**config.mk**
```make
export PLATFORM = sky130hd
export DESIGN_NAME = cla_seq_adder
export DESIGN_NICKNAME = d
export VERILOG_FILES = /design/src/rtl/cla_seq_adder.sv
export SDC_FILE = /design/constraint.sdc
export NUM_CORES = 1
export LEC_CHECK = 0
export CORE_MARGIN = 8
export CORE_UTILIZATION = 59
export DETAILED_ROUTE_END_ITERATION = 8
export DONT_BUFFER_PORTS = 1
export GPL_TIMING_DRIVEN = 0
export PLACE_DENSITY = 0.84
export SYNTH_ARGS = -nofsm -noshare
export SYNTH_HDL_FRONTEND = slang
export SYNTH_SLANG_ARGS = --single-unit
```
**constraint.sdc**
```tcl
create_clock -name clk -period 3.8 [get_ports clk]
set_input_delay 0.38 -clock clk [delete_from_list [all_inputs] [get_ports clk]]
set_output_delay 0.38 -clock clk [all_outputs]
set_load 0.05 [all_outputs]
```
**src/rtl/cla_seq_adder.sv**
```systemverilog
// Wide adder/subtractor that streams N nibbles through one shared 4-bit
// carry-lookahead adder, least significant nibble first.

module cla (
    input  logic [3:0] a,
    input  logic [3:0] b,
    input  logic       ci,
    output logic [3:0] s,
    output logic       co
);
    logic [3:0] g_s;
    logic [3:0] p_s;
    logic [4:0] c_s;

    assign g_s = a & b;
    assign p_s = a ^ b;

    // Carries are flattened lookahead terms, not a ripple chain.
    assign c_s[0] = ci;
    assign c_s[1] = g_s[0] | (p_s[0] & ci);
    assign c_s[2] = g_s[1] | (p_s[1] & g_s[0]) | (p_s[1] & p_s[0] & ci);
    assign c_s[3] = g_s[2] | (p_s[2] & g_s[1]) | (p_s[2] & p_s[1] & g_s[0])
                  | (p_s[2] & p_s[1] & p_s[0] & ci);
    assign c_s[4] = g_s[3] | (p_s[3] & g_s[2]) | (p_s[3] & p_s[2] & g_s[1])
                  | (p_s[3] & p_s[2] & p_s[1] & g_s[0])
                  | (p_s[3] & p_s[2] & p_s[1] & p_s[0] & ci);

    assign s  = p_s ^ c_s[3:0];
    assign co = c_s[4];
endmodule

module cla_seq_adder #(
    parameter int NIBBLES = 4
) (
    input  logic                 clk,
    input  logic                 rst_n,
    input  logic                 start,
    input  logic                 sub,
    input  logic [4*NIBBLES-1:0] a,
    input  logic [4*NIBBLES-1:0] b,
    input  logic                 cin,
    output logic                 busy,
    output logic                 done,
    output logic [4*NIBBLES-1:0] sum,
    output logic                 cout,
    output logic                 ovf
);
    localparam int W  = 4 * NIBBLES;
    localparam int IW = $clog2(NIBBLES + 1);
    localparam logic [IW-1:0] LAST = IW'(NIBBLES - 1);

    typedef enum logic [1:0] {
        IDLE = 2'd0,
        RUN  = 2'd1,
        DONE = 2'd2
    } state_t;

    state_t        state_r;
    logic [W-1:0]  a_q;
    logic [W-1:0]  b_q;
    logic          c_q;
    logic [IW-1:0] idx;

    logic [IW+1:0] bit_idx_s;
    logic [3:0]    cla_a_s;
    logic [3:0]    cla_b_s;
    logic [3:0]    cla_sum_s;
    logic          cla_cout_s;

    assign bit_idx_s = {idx, 2'b00};
    assign cla_a_s   = a_q[bit_idx_s +: 4];
    assign cla_b_s   = b_q[bit_idx_s +: 4];

    cla u_cla (
        .a  (cla_a_s),
        .b  (cla_b_s),
        .ci (c_q),
        .s  (cla_sum_s),
        .co (cla_cout_s)
    );

    // Control FSM, operand/carry latches and registered result outputs.
    always_ff @(posedge clk or negedge rst_n) begin
        if (!rst_n) begin
            state_r <= IDLE;
            a_q     <= '0;
            b_q     <= '0;
            c_q     <= 1'b0;
            idx     <= '0;
            sum     <= '0;
            cout    <= 1'b0;
            ovf     <= 1'b0;
            busy    <= 1'b0;
            done    <= 1'b0;
        end else begin
            case (state_r)
                IDLE: begin
                    if (start) begin
                        a_q     <= a;
                        b_q     <= sub ? ~b : b;
                        c_q     <= sub ? 1'b1 : cin;
                        sum     <= '0;
                        idx     <= '0;
                        busy    <= 1'b1;
                        state_r <= RUN;
                    end else begin
                        state_r <= IDLE;
                    end
                end
                RUN: begin
                    sum[bit_idx_s +: 4] <= cla_sum_s;
                    c_q <= cla_cout_s;
                    idx <= idx + {{(IW-1){1'b0}}, 1'b1};
                    if (idx == LAST) begin
                        // Overflow: carry into the sign bit differs from carry out.
                        cout    <= cla_cout_s;
                        ovf     <= (a_q[W-1] ^ b_q[W-1] ^ cla_sum_s[3]) ^ cla_cout_s;
                        done    <= 1'b1;
                        state_r <= DONE;
                    end else begin
                        state_r <= RUN;
                    end
                end
                DONE: begin
                    done    <= 1'b0;
                    busy    <= 1'b0;
                    state_r <= IDLE;
                end
                default: begin
                    done    <= 1'b0;
                    busy    <= 1'b0;
                    state_r <= IDLE;
                end
            endcase
        end
    end
endmodule

```
==> results of run 1 <==
==> logic make-up after synthesis <==
kind of cell | count (synthesis)
xor gates and xnor gates | 21
AOI/OAI and AO/OA | 54
adders and majority gates | 12
buffers and inverters | 25
muxes | 9
DFF | 58
and+or+nand+nor | 105
==> stage by stage <==
stage               power, W  util (%)
floorplan            0.00243         -
global route         0.00365      68.4
CTS                  0.00339      68.4
detailed placement   0.00280      63.3
finish               0.00338      68.4
global placement     0.00272      63.3
==> worst max path at each step <==
stage               endpoint  slack (ns)
global placement         ovf        0.72
CTS                      ovf        0.62
floorplan                ovf        0.96
detailed placement       ovf        0.65
finish                   ovf        0.64
global route             ovf        0.46
==> report_power, final <==
part | total [W] | internal, W | leakage, nW | switching [W]
Clock | 0.000574 | 0.000337 | 0.0986 | 0.000237
Combinational | 0.00143 | 0.000612 | 0.701 | 0.000816
Sequential | 0.00138 | 0.000885 | 0.744 | 0.000492
Total | 0.00338 | 0.00183 | 1.54 | 0.00154
==> timing repair <==
action	CTS	global route
hold endpoints to repair	58	0
resized for setup	0	0
hold buffers	2	0
==> flip-flops by register name, summed over array words and instances, names as in the netlist <==
name and count:
a_q 16, done 1, cout 1, idx 3, ovf 1, busy 1, b_q 16, sum 16
c_q 1, state_r 2
==> cell type report <==
| type | instances | area [um2] |
|---|---|---|
| sequential | 58 | 1450 |
| clock inverter | 4 | 50.0 |
| inverter | 11 | 41.3 |
| fill | 383 | 1500 |
| clock buffer | 12 | 155 |
| tap | 67 | 83.8 |
| multi-input combinational | 201 | 1360 |
| timing repair buffer | 2 | 37.5 |
| buffer | 14 | 76.3 |
==> layout by cell type, fill, tap and decap left out, types with 2 or more instances in the layout <==
| master | n |
|---|---|
| sky130_fd_sc_hd__buf_2 | 12 |
| sky130_fd_sc_hd__a21o_1 | 3 |
| sky130_fd_sc_hd__a21oi_1 | 5 |
| sky130_fd_sc_hd__a32o_1 | 2 |
| sky130_fd_sc_hd__o21ai_0 | 20 |
| sky130_fd_sc_hd__xnor2_1 | 19 |
| sky130_fd_sc_hd__inv_1 | 10 |
| sky130_fd_sc_hd__clkbuf_8 | 11 |
| sky130_fd_sc_hd__and2_1 | 9 |
| sky130_fd_sc_hd__nand2_1 | 72 |
| sky130_fd_sc_hd__mux4_2 | 8 |
| sky130_fd_sc_hd__nor2_1 | 6 |
| sky130_fd_sc_hd__dfrtp_1 | 58 |
| sky130_fd_sc_hd__nand3_1 | 9 |
| sky130_fd_sc_hd__o21ai_1 | 4 |
| sky130_fd_sc_hd__clkinvlp_4 | 2 |
| sky130_fd_sc_hd__a22o_1 | 11 |
| sky130_fd_sc_hd__ha_1 | 11 |
| sky130_fd_sc_hd__nand2b_1 | 3 |
| sky130_fd_sc_hd__xor2_1 | 2 |
==> metal layers <==
metal / vias to the layer above / global-route usage [%]
met2: 66 / 29.2
met4: 0 / 6.42
met1: 1014 / 22.3
met3: 9 / 6.14
li1: 993 / -
met5: - / 0
==> flow_results.xml, run 1 <==
<?xml version="1.0" encoding="UTF-8"?>
<metrics>
  <group name="detailed_routing">
    <metric name="routed_wire_length_per_instance" unit="um">17.1</metric>
    <metric name="first_pass_iters" unit="">4</metric>
    <metric name="initialDrtViolationCount" unit="">137</metric>
    <metric name="ant_nets" unit="">0</metric>
    <metric name="drcViolationCount" unit="">0</metric>
    <metric name="via_count" unit="">2082</metric>
    <metric name="met3_wirelength_from_detailed_routing" unit="um">461</metric>
    <metric name="drt_met1_wl" unit="um">2680</metric>
    <metric name="top_signal_layer_used" unit="">met4</metric>
    <metric name="dr_wl_met2" unit="um">3100</metric>
    <metric name="wirelength" unit="um">6320</metric>
    <metric name="post_drt_via_cell_ratio" unit="">5.64</metric>
  </group>
  <group name="synth">
    <metric name="yosys.area_share.simple" unit="%">15.5</metric>
    <metric name="synth_edf_count" unit="">0</metric>
    <metric name="synth_ff_type" unit="">sky130_fd_sc_hd__dfrtp_1</metric>
    <metric name="netlist_instances" unit="">284</metric>
    <metric name="main_combinational_cell_family_by_area_after_synthesis" unit="">simple AND/OR/NAND/NOR gates</metric>
    <metric name="syn_nets" unit="">333</metric>
    <metric name="synth.avg_cell_area" unit="um2">10.3</metric>
    <metric name="synth_area_leaders" unit="">sky130_fd_sc_hd__dfrtp_1 (50%), sky130_fd_sc_hd__nand2_1 (9.2%), sky130_fd_sc_hd__mux4_2 (6.2%)</metric>
    <metric name="synth_area" unit="um2">2930</metric>
    <metric name="fraction_of_the_mapped_netlist_area_in_adder_cells" unit="%">5.38</metric>
    <metric name="yosys.cell_count.top_type" unit="">sky130_fd_sc_hd__nand2_1</metric>
    <metric name="synth_area_leader_cell" unit="">sky130_fd_sc_hd__dfrtp_1</metric>
    <metric name="yosys_register_bits" unit="">58</metric>
    <metric name="synth_compound_area_share" unit="%">12.7</metric>
    <metric name="yosysTopAreaCellShare" unit="%">49.6</metric>
    <metric name="synth_xor_xnor_area_share" unit="%">6.28</metric>
    <metric name="synth_seq_area_share" unit="%">49.6</metric>
    <metric name="ys.warnings.count" unit="">0</metric>
    <metric name="synth_commonest_cells" unit="">sky130_fd_sc_hd__nand2_1 (72), sky130_fd_sc_hd__dfrtp_1 (58), sky130_fd_sc_hd__o21ai_0 (20)</metric>
    <metric name="synth_cell_types" unit="">38</metric>
    <metric name="postSynth.asyncResetShare" unit="%">100</metric>
    <metric name="yosys-mux-area-fraction" unit="%">6.50</metric>
  </group>
  <group name="worst_setup_path">
    <metric name="critical-path-max-stage-delay" unit="ns">0.55</metric>
    <metric name="cp.buffers_inverters" unit="">1</metric>
    <metric name="crit_start" unit="">idx[0]</metric>
    <metric name="r2r_slack" unit="ns">0.64</metric>
    <metric name="critPathKind" unit="">flop to flop</metric>
    <metric name="crit_required" unit="ns">4.01</metric>
    <metric name="crit_path_start_kind" unit="">flop</metric>
    <metric name="critical_path_cell_count" unit="">9</metric>
    <metric name="highest_fanout_seen_on_the_critical_path" unit="">10</metric>
    <metric name="slowest_stage" unit="">sky130_fd_sc_hd__mux4_2</metric>
    <metric name="crit_chain" unit="">buf_2, mux4_2, and2_1, ha_1, a211oi_2, o21bai_4, xnor2_1, a211o_1, a31o_1</metric>
    <metric name="crit-reg2reg-launch" unit="">idx[0]</metric>
    <metric name="critical_path.endpoint_type" unit="">flop</metric>
    <metric name="r2r.worst_path.cells" unit="">9</metric>
    <metric name="r2r-end" unit="">ovf</metric>
    <metric name="cp.arrival" unit="ns">3.37</metric>
    <metric name="worst_path_dominant_cell_family" unit="">compound AO/OA/AOI/OAI gates</metric>
  </group>
  <group name="cts">
    <metric name="buffer_cell_driving_the_clock_tree_root" unit="">sky130_fd_sc_hd__clkbuf_8</metric>
    <metric name="tritoncts" unit="">done</metric>
    <metric name="cts_inserted_buffers" unit="">9</metric>
    <metric name="post_cts.repair.setup_buffers" unit="">0</metric>
    <metric name="cts.reportedPaths.clkPinSlew" unit="ns">0.07</metric>
    <metric name="cts_max_level" unit="">3</metric>
    <metric name="clock_sinks" unit="">58</metric>
    <metric name="clk_path_buf_depth" unit="">2</metric>
    <metric name="insertion_delay" unit="ns">0.33</metric>
  </group>
  <group name="sta">
    <metric name="fin_hold_ws" unit="ns">0.154</metric>
    <metric name="slew-limit-headroom" unit="%">58.9</metric>
    <metric name="finalHoldViolCount" unit="">0</metric>
    <metric name="fmaxAchievable" unit="GHz">0.317</metric>
    <metric name="finalSetupTns" unit="ns">0</metric>
    <metric name="finalCritPeriodShare" unit="%">83.0</metric>
    <metric name="unrepaired_setup_endpoints_after_global_routing" unit="">no</metric>
    <metric name="post-route-worst-setup-slack" unit="ns">0.644</metric>
    <metric name="tightest_slew" unit="ns">0.612</metric>
    <metric name="clock-skew-final" unit="ns">0.0106</metric>
    <metric name="final-setup-viol-count" unit="">0</metric>
    <metric name="drv_slew" unit="">0</metric>
    <metric name="period_minus_slack" unit="ns">3.16</metric>
  </group>
  <group name="cells_and_area">
    <metric name="antenna_cells_inserted" unit="">0</metric>
    <metric name="instances_no_fill" unit="">369</metric>
    <metric name="layout-drive-gt1-share" unit="%">14.2</metric>
    <metric name="final_nets" unit="">346</metric>
    <metric name="area.growth.synth_to_final" unit="%">11.2</metric>
    <metric name="finalInstanceArea" unit="um2">3250</metric>
  </group>
  <group name="die">
    <metric name="row_count" unit="">25</metric>
    <metric name="die-height" unit="um">86.4</metric>
    <metric name="design.die.area" unit="um2">7470</metric>
    <metric name="initial_utilization" unit="%">61.6</metric>
    <metric name="core-area" unit="um2">4750</metric>
    <metric name="io_pins" unit="">57</metric>
    <metric name="die_width" unit="um">86.4</metric>
  </group>
  <group name="hold_path">
    <metric name="timing.hold.worst.start" unit="">a[12]</metric>
    <metric name="class_of_the_tightest_hold_or_removal_check" unit="">input pin to flop</metric>
    <metric name="min_delay_worst_endpoint" unit="">a_q[12]</metric>
    <metric name="min_delay_path_depth" unit="">2</metric>
  </group>
  <group name="pwr">
    <metric name="p_per_area" unit="nW/um2">1040</metric>
    <metric name="vdd_ir_drop_max" unit="uV">413</metric>
    <metric name="power.leakage" unit="nW">1.54</metric>
  </group>
  <group name="placed_design">
    <metric name="dp_cells" unit="">351</metric>
    <metric name="port_buffer_count" unit="">0</metric>
    <metric name="pre_cts_ws" unit="ns">0.648</metric>
    <metric name="gp_congestion" unit="">0.803</metric>
    <metric name="hpwlAfterDp" unit="um">4530</metric>
    <metric name="post_dp_cell_area" unit="um2">3010</metric>
  </group>
  <group name="grt">
    <metric name="grt_pass1_wl" unit="um">10500</metric>
    <metric name="grt_util_all_layers" unit="%">18.2</metric>
    <metric name="grt_pass1_vias" unit="">2176</metric>
    <metric name="number_of_antenna_violations_at_the_first_check_in_global_routing" unit="">0</metric>
    <metric name="globalRoute.totalOverflow" unit="">0</metric>
    <metric name="grt_start_max_net_pins" unit="">59</metric>
  </group>
  <group name="status">
    <metric name="run_status" unit="">complete, no violations</metric>
  </group>
  <group name="run">
    <metric name="max-cap-violations" unit="">0</metric>
  </group>
</metrics>
Note: power is estimated with default switching activity, not from simulation.
==> run 2: changes to the inputs <==
- clock period: 3.8 -> 3.1 ns (I/O delays scaled with it)
==> flow_results.xml, run 2 (synthesis results as in run 1) <==
<?xml version="1.0" encoding="UTF-8"?>
<metrics>
  <group name="status">
    <metric name="run_status" unit="">complete, no violations</metric>
  </group>
  <group name="worst_setup_path">
    <metric name="crit_chain" unit="">buf_6, mux4_2, and2_1, ha_1, a211oi_2, o21bai_4, xnor2_1, a211o_1, a31o_1</metric>
    <metric name="cp.arrival" unit="ns">3.11</metric>
    <metric name="worst_path_dominant_cell_family" unit="">compound AO/OA/AOI/OAI gates</metric>
    <metric name="crit_path_start_kind" unit="">flop</metric>
    <metric name="slowest_stage" unit="">sky130_fd_sc_hd__mux4_2</metric>
    <metric name="crit-reg2reg-launch" unit="">idx[0]</metric>
    <metric name="crit_required" unit="ns">3.31</metric>
    <metric name="critPathKind" unit="">flop to flop</metric>
    <metric name="r2r.worst_path.cells" unit="">9</metric>
    <metric name="highest_fanout_seen_on_the_critical_path" unit="">10</metric>
    <metric name="cp.buffers_inverters" unit="">1</metric>
    <metric name="r2r-end" unit="">ovf</metric>
    <metric name="critical_path.endpoint_type" unit="">flop</metric>
    <metric name="critical-path-max-stage-delay" unit="ns">0.51</metric>
    <metric name="r2r_slack" unit="ns">0.20</metric>
  </group>
  <group name="cells_and_area">
    <metric name="area_used_by_multi_input_combinational_logic" unit="um2">1360</metric>
    <metric name="finalInstanceArea" unit="um2">3260</metric>
    <metric name="layout.cells.most_common" unit="">sky130_fd_sc_hd__nand2_1</metric>
    <metric name="top_regs" unit="">a_q: 16 flops, b_q: 16 flops, sum: 16 flops</metric>
    <metric name="filler_cell_count" unit="">381</metric>
    <metric name="regArea" unit="um2">1450</metric>
    <metric name="antenna_cells_inserted" unit="">0</metric>
    <metric name="area.growth.synth_to_final" unit="%">11.4</metric>
    <metric name="final_nets" unit="">346</metric>
    <metric name="final_cell_mix" unit="">sky130_fd_sc_hd__nand2_1 (72), sky130_fd_sc_hd__dfrtp_1 (57), sky130_fd_sc_hd__o21ai_0 (20), sky130_fd_sc_hd__xnor2_1 (19)</metric>
    <metric name="layout-drive-gt1-share" unit="%">14.6</metric>
  </group>
  <group name="sta">
    <metric name="unrepaired_setup_endpoints_after_global_routing" unit="">no</metric>
    <metric name="final-setup-viol-count" unit="">0</metric>
    <metric name="finalHoldViolCount" unit="">0</metric>
    <metric name="period_minus_slack" unit="ns">2.90</metric>
    <metric name="finalSetupTns" unit="ns">0</metric>
    <metric name="drv_slew" unit="">0</metric>
    <metric name="tightest_slew" unit="ns">0.601</metric>
    <metric name="fmaxAchievable" unit="GHz">0.345</metric>
    <metric name="clock-skew-final" unit="ns">0.0103</metric>
    <metric name="post-route-worst-setup-slack" unit="ns">0.204</metric>
    <metric name="slew-limit-headroom" unit="%">59.7</metric>
    <metric name="finalCritPeriodShare" unit="%">93.4</metric>
  </group>
  <group name="detailed_routing">
    <metric name="wirelength" unit="um">6320</metric>
    <metric name="routed_wire_length_per_instance" unit="um">17.1</metric>
    <metric name="first_pass_iters" unit="">5</metric>
    <metric name="drcViolationCount" unit="">0</metric>
    <metric name="initialDrtViolationCount" unit="">137</metric>
    <metric name="post_drt_via_cell_ratio" unit="">5.67</metric>
    <metric name="ant_nets" unit="">0</metric>
    <metric name="via_count" unit="">2094</metric>
  </group>
  <group name="hold_path">
    <metric name="min_delay_path_depth" unit="">2</metric>
    <metric name="timing.hold.worst.start" unit="">a[12]</metric>
    <metric name="class_of_the_tightest_hold_or_removal_check" unit="">input pin to flop</metric>
    <metric name="min_delay_worst_endpoint" unit="">a_q[12]</metric>
  </group>
  <group name="cts">
    <metric name="clk_path_buf_depth" unit="">2</metric>
    <metric name="cts_inserted_buffers" unit="">9</metric>
    <metric name="cts.reportedPaths.clkPinSlew" unit="ns">0.07</metric>
    <metric name="buffer_cell_driving_the_clock_tree_root" unit="">sky130_fd_sc_hd__clkbuf_8</metric>
    <metric name="clock_sinks" unit="">58</metric>
    <metric name="insertion_delay" unit="ns">0.33</metric>
    <metric name="tritoncts" unit="">done</metric>
    <metric name="cts_max_level" unit="">3</metric>
  </group>
  <group name="grt">
    <metric name="use_met2" unit="%">29.2</metric>
    <metric name="globalRouteMet3Util" unit="%">6.14</metric>
    <metric name="globalRoute.totalOverflow" unit="">0</metric>
    <metric name="grt_pass1_wl" unit="um">10500</metric>
    <metric name="busiest_layer" unit="">met2</metric>
    <metric name="number_of_antenna_violations_at_the_first_check_in_global_routing" unit="">0</metric>
    <metric name="global_route.usage.met1" unit="%">22.3</metric>
    <metric name="grt_util_all_layers" unit="%">18.2</metric>
    <metric name="grt_start_max_net_pins" unit="">59</metric>
    <metric name="grt_pass1_vias" unit="">2176</metric>
  </group>
  <group name="placed_design">
    <metric name="port_buffer_count" unit="">0</metric>
    <metric name="hpwlAfterDp" unit="um">4530</metric>
    <metric name="pre_cts_ws" unit="ns">-0.0518</metric>
    <metric name="gp_congestion" unit="">0.803</metric>
    <metric name="post_dp_cell_area" unit="um2">3010</metric>
  </group>
  <group name="die">
    <metric name="die-height" unit="um">86.4</metric>
    <metric name="io_pins" unit="">57</metric>
    <metric name="row_count" unit="">25</metric>
    <metric name="core-area" unit="um2">4750</metric>
    <metric name="die_width" unit="um">86.4</metric>
    <metric name="design.die.area" unit="um2">7470</metric>
    <metric name="initial_utilization" unit="%">61.6</metric>
  </group>
  <group name="pwr">
    <metric name="vdd_ir_drop_max" unit="uV">507</metric>
    <metric name="p_per_area" unit="nW/um2">1280</metric>
    <metric name="power.leakage" unit="nW">1.54</metric>
  </group>
  <group name="run">
    <metric name="max-cap-violations" unit="">0</metric>
  </group>
</metrics>
run 2: cell count changes in the layout (fill, tap and decap cells not counted):
cell	delta
sky130_fd_sc_hd__buf_2	-1
sky130_fd_sc_hd__dfrtp_1	-1
sky130_fd_sc_hd__dfrtp_2	+1
sky130_fd_sc_hd__buf_6	+1
run 2: layer usage:
layer | part of all wire [%] | vias up
met5 | 0 | -
met1 | 43 | 1024
met3 | 7.2 | 6
li1 | - | 993
met4 | 1.0 | 0
met2 | 49 | 71
run 2: what timing repair did:
item	CTS	global route
endpoints found under the setup margin	5	6
hold buffers	2	0
endpoints found under the hold margin	58	0
resized for setup	1	2
setup buffers	0	0
run 2: worst max-delay path by stage:
stage / from / to / cells after the start
after floorplan: idx[0] / ovf / 9
after global placement: idx[0] / ovf / 9
after detailed placement: idx[0] / ovf / 9
after CTS: idx[0] / ovf / 9
after global routing: idx[0] / ovf / 9
final: idx[0] / ovf / 9
run 2: stage by stage:
stage                     power, W  util [%]  hold WS (ns)  cells
after floorplan            0.00298         -        0.0144    284
after global placement     0.00333      63.3        0.0173    351
after detailed placement   0.00343      63.3        0.0169    351
after CTS                  0.00416      68.5        0.0689    369
after global routing       0.00448      68.6        0.0725    369
final                      0.00416      68.6        0.0830    369
run 2: layout make-up:
type	instances	area share, %
flip-flops and latches	58	44.5
multi-input cells	201	41.7
plain buffers	14	2.53
repair buffers	2	1.15
clock buffers	12	4.76
well taps	67	2.57
inverters	11	1.27
clock inverters	4	1.53
run 2: power by group:
part,switching (W),leakage [nW],total [W],internal (W)
Sequential,0.000605,0.743,0.00169,0.00109
Clock,0.000291,0.0986,0.000705,0.000414
Combinational,0.00101,0.703,0.00176,0.000759
==> run 3: changes to the inputs <==
- CELL_PAD_IN_SITES_DETAIL_PLACEMENT: unset -> 1
- CELL_PAD_IN_SITES_GLOBAL_PLACEMENT: unset -> 2
- CORE_UTILIZATION: 59 -> 39
- PLACE_DENSITY: 0.84 -> 0.87
==> flow_results.xml, run 3 (synthesis results as in run 1) <==
<?xml version="1.0" encoding="UTF-8"?>
<metrics>
  <group name="status">
    <metric name="run_status" unit="">complete, no violations</metric>
  </group>
  <group name="cts">
    <metric name="insertion_delay" unit="ns">0.34</metric>
    <metric name="cts_max_level" unit="">3</metric>
    <metric name="post_cts.repair.setup_buffers" unit="">0</metric>
    <metric name="cts.reportedPaths.clkPinSlew" unit="ns">0.07</metric>
    <metric name="tritoncts" unit="">done</metric>
    <metric name="clock_sinks" unit="">58</metric>
    <metric name="buffer_cell_driving_the_clock_tree_root" unit="">sky130_fd_sc_hd__clkbuf_8</metric>
    <metric name="clk_path_buf_depth" unit="">2</metric>
    <metric name="cts_inserted_buffers" unit="">9</metric>
  </group>
  <group name="detailed_routing">
    <metric name="initialDrtViolationCount" unit="">46</metric>
    <metric name="first_pass_iters" unit="">4</metric>
    <metric name="drcViolationCount" unit="">0</metric>
    <metric name="wirelength" unit="um">7120</metric>
    <metric name="routed_wire_length_per_instance" unit="um">17.8</metric>
    <metric name="ant_nets" unit="">0</metric>
    <metric name="post_drt_via_cell_ratio" unit="">5.14</metric>
    <metric name="via_count" unit="">2063</metric>
  </group>
  <group name="cells_and_area">
    <metric name="finalInstanceArea" unit="um2">3340</metric>
    <metric name="top_regs" unit="">a_q: 16 flops, b_q: 16 flops, sum: 16 flops</metric>
    <metric name="final_cell_mix" unit="">sky130_fd_sc_hd__nand2_1 (72), sky130_fd_sc_hd__dfrtp_1 (57), sky130_fd_sc_hd__o21ai_0 (20), sky130_fd_sc_hd__xnor2_1 (18), sky130_fd_sc_hd__clkbuf_8 (12)</metric>
    <metric name="layout-drive-gt1-share" unit="%">15.2</metric>
    <metric name="antenna_cells_inserted" unit="">0</metric>
    <metric name="instances_no_fill" unit="">401</metric>
    <metric name="final_nets" unit="">346</metric>
    <metric name="layout.cells.most_common" unit="">sky130_fd_sc_hd__nand2_1</metric>
    <metric name="area.growth.synth_to_final" unit="%">14.1</metric>
  </group>
  <group name="sta">
    <metric name="finalCritPeriodShare" unit="%">93.8</metric>
    <metric name="clock-skew-final" unit="ns">0.00661</metric>
    <metric name="post-route-worst-setup-slack" unit="ns">0.191</metric>
    <metric name="final-setup-viol-count" unit="">0</metric>
    <metric name="finalHoldViolCount" unit="">0</metric>
    <metric name="tightest_slew" unit="ns">0.638</metric>
    <metric name="drv_slew" unit="">0</metric>
    <metric name="period_minus_slack" unit="ns">2.91</metric>
    <metric name="slew-limit-headroom" unit="%">57.2</metric>
    <metric name="unrepaired_setup_endpoints_after_global_routing" unit="">no</metric>
    <metric name="fmaxAchievable" unit="GHz">0.344</metric>
  </group>
  <group name="pwr">
    <metric name="p_per_area" unit="nW/um2">1300</metric>
    <metric name="totalPowerFinal" unit="W">0.00433</metric>
    <metric name="p_int" unit="W">0.00238</metric>
    <metric name="share_seq_of_total_power" unit="%">39.1</metric>
    <metric name="vdd_ir_drop_max" unit="uV">412</metric>
    <metric name="total_switching_power" unit="W">0.00195</metric>
    <metric name="sw_frac_of_total" unit="%">45.0</metric>
    <metric name="comb_power_share" unit="%">41.9</metric>
    <metric name="power.leakage" unit="nW">1.57</metric>
    <metric name="clock_network_power_share" unit="%">19.0</metric>
  </group>
  <group name="worst_setup_path">
    <metric name="highest_fanout_seen_on_the_critical_path" unit="">10</metric>
    <metric name="r2r.worst_path.cells" unit="">9</metric>
    <metric name="critical-path-max-stage-delay" unit="ns">0.51</metric>
    <metric name="critical_path.endpoint_type" unit="">flop</metric>
    <metric name="critical_path_cell_count" unit="">9</metric>
    <metric name="crit_path_start_kind" unit="">flop</metric>
    <metric name="worst_path_dominant_cell_family" unit="">compound AO/OA/AOI/OAI gates</metric>
    <metric name="crit_required" unit="ns">3.33</metric>
    <metric name="slowest_stage" unit="">sky130_fd_sc_hd__mux4_2</metric>
    <metric name="critPathKind" unit="">flop to flop</metric>
    <metric name="cp.arrival" unit="ns">3.13</metric>
    <metric name="cp.buffers_inverters" unit="">1</metric>
    <metric name="crit_chain" unit="">buf_6, mux4_2, and2_1, ha_1, a211oi_2, o21bai_4, xnor2_1, a211o_1, a31o_1</metric>
  </group>
  <group name="grt">
    <metric name="grt_start_max_net_pins" unit="">59</metric>
    <metric name="number_of_antenna_violations_at_the_first_check_in_global_routing" unit="">0</metric>
    <metric name="grt_pass1_vias" unit="">2387</metric>
    <metric name="grt_pass1_wl" unit="um">11900</metric>
    <metric name="grt_util_all_layers" unit="%">14.9</metric>
    <metric name="globalRoute.totalOverflow" unit="">0</metric>
  </group>
  <group name="hold_path">
    <metric name="class_of_the_tightest_hold_or_removal_check" unit="">input pin to flop</metric>
    <metric name="min_delay_path_depth" unit="">2</metric>
  </group>
  <group name="die">
    <metric name="design.die.area" unit="um2">10500</metric>
    <metric name="core-area" unit="um2">7250</metric>
    <metric name="die_width" unit="um">103</metric>
    <metric name="row_count" unit="">31</metric>
    <metric name="initial_utilization" unit="%">40.4</metric>
    <metric name="die-height" unit="um">103</metric>
    <metric name="io_pins" unit="">57</metric>
  </group>
  <group name="placed_design">
    <metric name="dp_cells" unit="">383</metric>
    <metric name="port_buffer_count" unit="">0</metric>
    <metric name="pre_cts_ws" unit="ns">-0.0758</metric>
    <metric name="gp_congestion" unit="">0.752</metric>
    <metric name="post_dp_cell_area" unit="um2">3050</metric>
    <metric name="hpwlAfterDp" unit="um">5240</metric>
  </group>
  <group name="run">
    <metric name="max-cap-violations" unit="">0</metric>
  </group>
</metrics>
[run 3: cell count changes in the layout (fill, tap and decap cells not counted)]
cell	previous run	this run
sky130_fd_sc_hd__clkinvlp_4	2	1
sky130_fd_sc_hd__xnor2_2	0	1
sky130_fd_sc_hd__clkbuf_8	11	12
sky130_fd_sc_hd__clkbuf_1	1	0
sky130_fd_sc_hd__bufinv_16	1	2
sky130_fd_sc_hd__xnor2_1	19	18
[run 3: final timing paths]
| kind | start | to | slack, ns |
|---|---|---|---|
| setup reg to reg | idx[0] | ovf | 0.19 |
| max in group asynchronous | rst_n | a_q[0] | 2.35 |
| min in group asynchronous | rst_n | busy | 0.49 |
| hold / removal | a[14] | a_q[14] | 0.07 |
| setup / recovery | idx[0] | ovf | 0.19 |
| hold reg to reg | a_q[14] | a_q[14] | 0.47 |
[run 3: area by class of cell]
class	count	area (um2)
buffer	14	82.6
fill	817	3910
clock inverter	4	72.6
multi-input combinational	201	1370
inverter	11	41.3
clock buffer	12	165
sequential	58	1450
tap	99	124
timing repair buffer	2	37.5
[run 3: timing repair]
action / in CTS / in global routing
hold buffers: 2 / 0
setup endpoints to repair: 5 / 1
resized for setup: 2 / 2
hold endpoints to repair: 58 / 0
pin swaps: 0 / 0
[run 3: power by group through the flow]
stage / registers, W / clock network, W / logic [W]
CTS: 0.00170 / 0.000847 / 0.00186
detailed placement: 0.00172 / 0 / 0.00179
global placement: 0.00170 / 0 / 0.00171
floorplan: 0.00163 / 0 / 0.00135
finish: 0.00169 / 0.000825 / 0.00182
global route: 0.00175 / 0.000881 / 0.00206
[run 3: per-layer routing]
layer  GRT usage (%)  up-vias  routed length, um
li1                -      982                  -
met1            17.1     1018               2930
met2            24.9       50               3580
met3            4.19       13                462
met4            7.45        0                143
met5               0        -                  0
[run 3: through the flow]
| step | util (%) | TNS (ns) | hold WS [ns] |
|---|---|---|---|
| 6_report | 46.1 | 0 | 0.0744 |
| 2_1_floorplan | - | 0 | 0.0144 |
| 5_1_grt | 46.1 | 0 | 0.0720 |
| 4_1_cts | 46.0 | 0 | 0.0595 |
| 3_3_place_gp | 42.1 | -0.00950 | 0.0176 |
| 3_5_place_dp | 42.1 | -0.318 | 0.0171 |
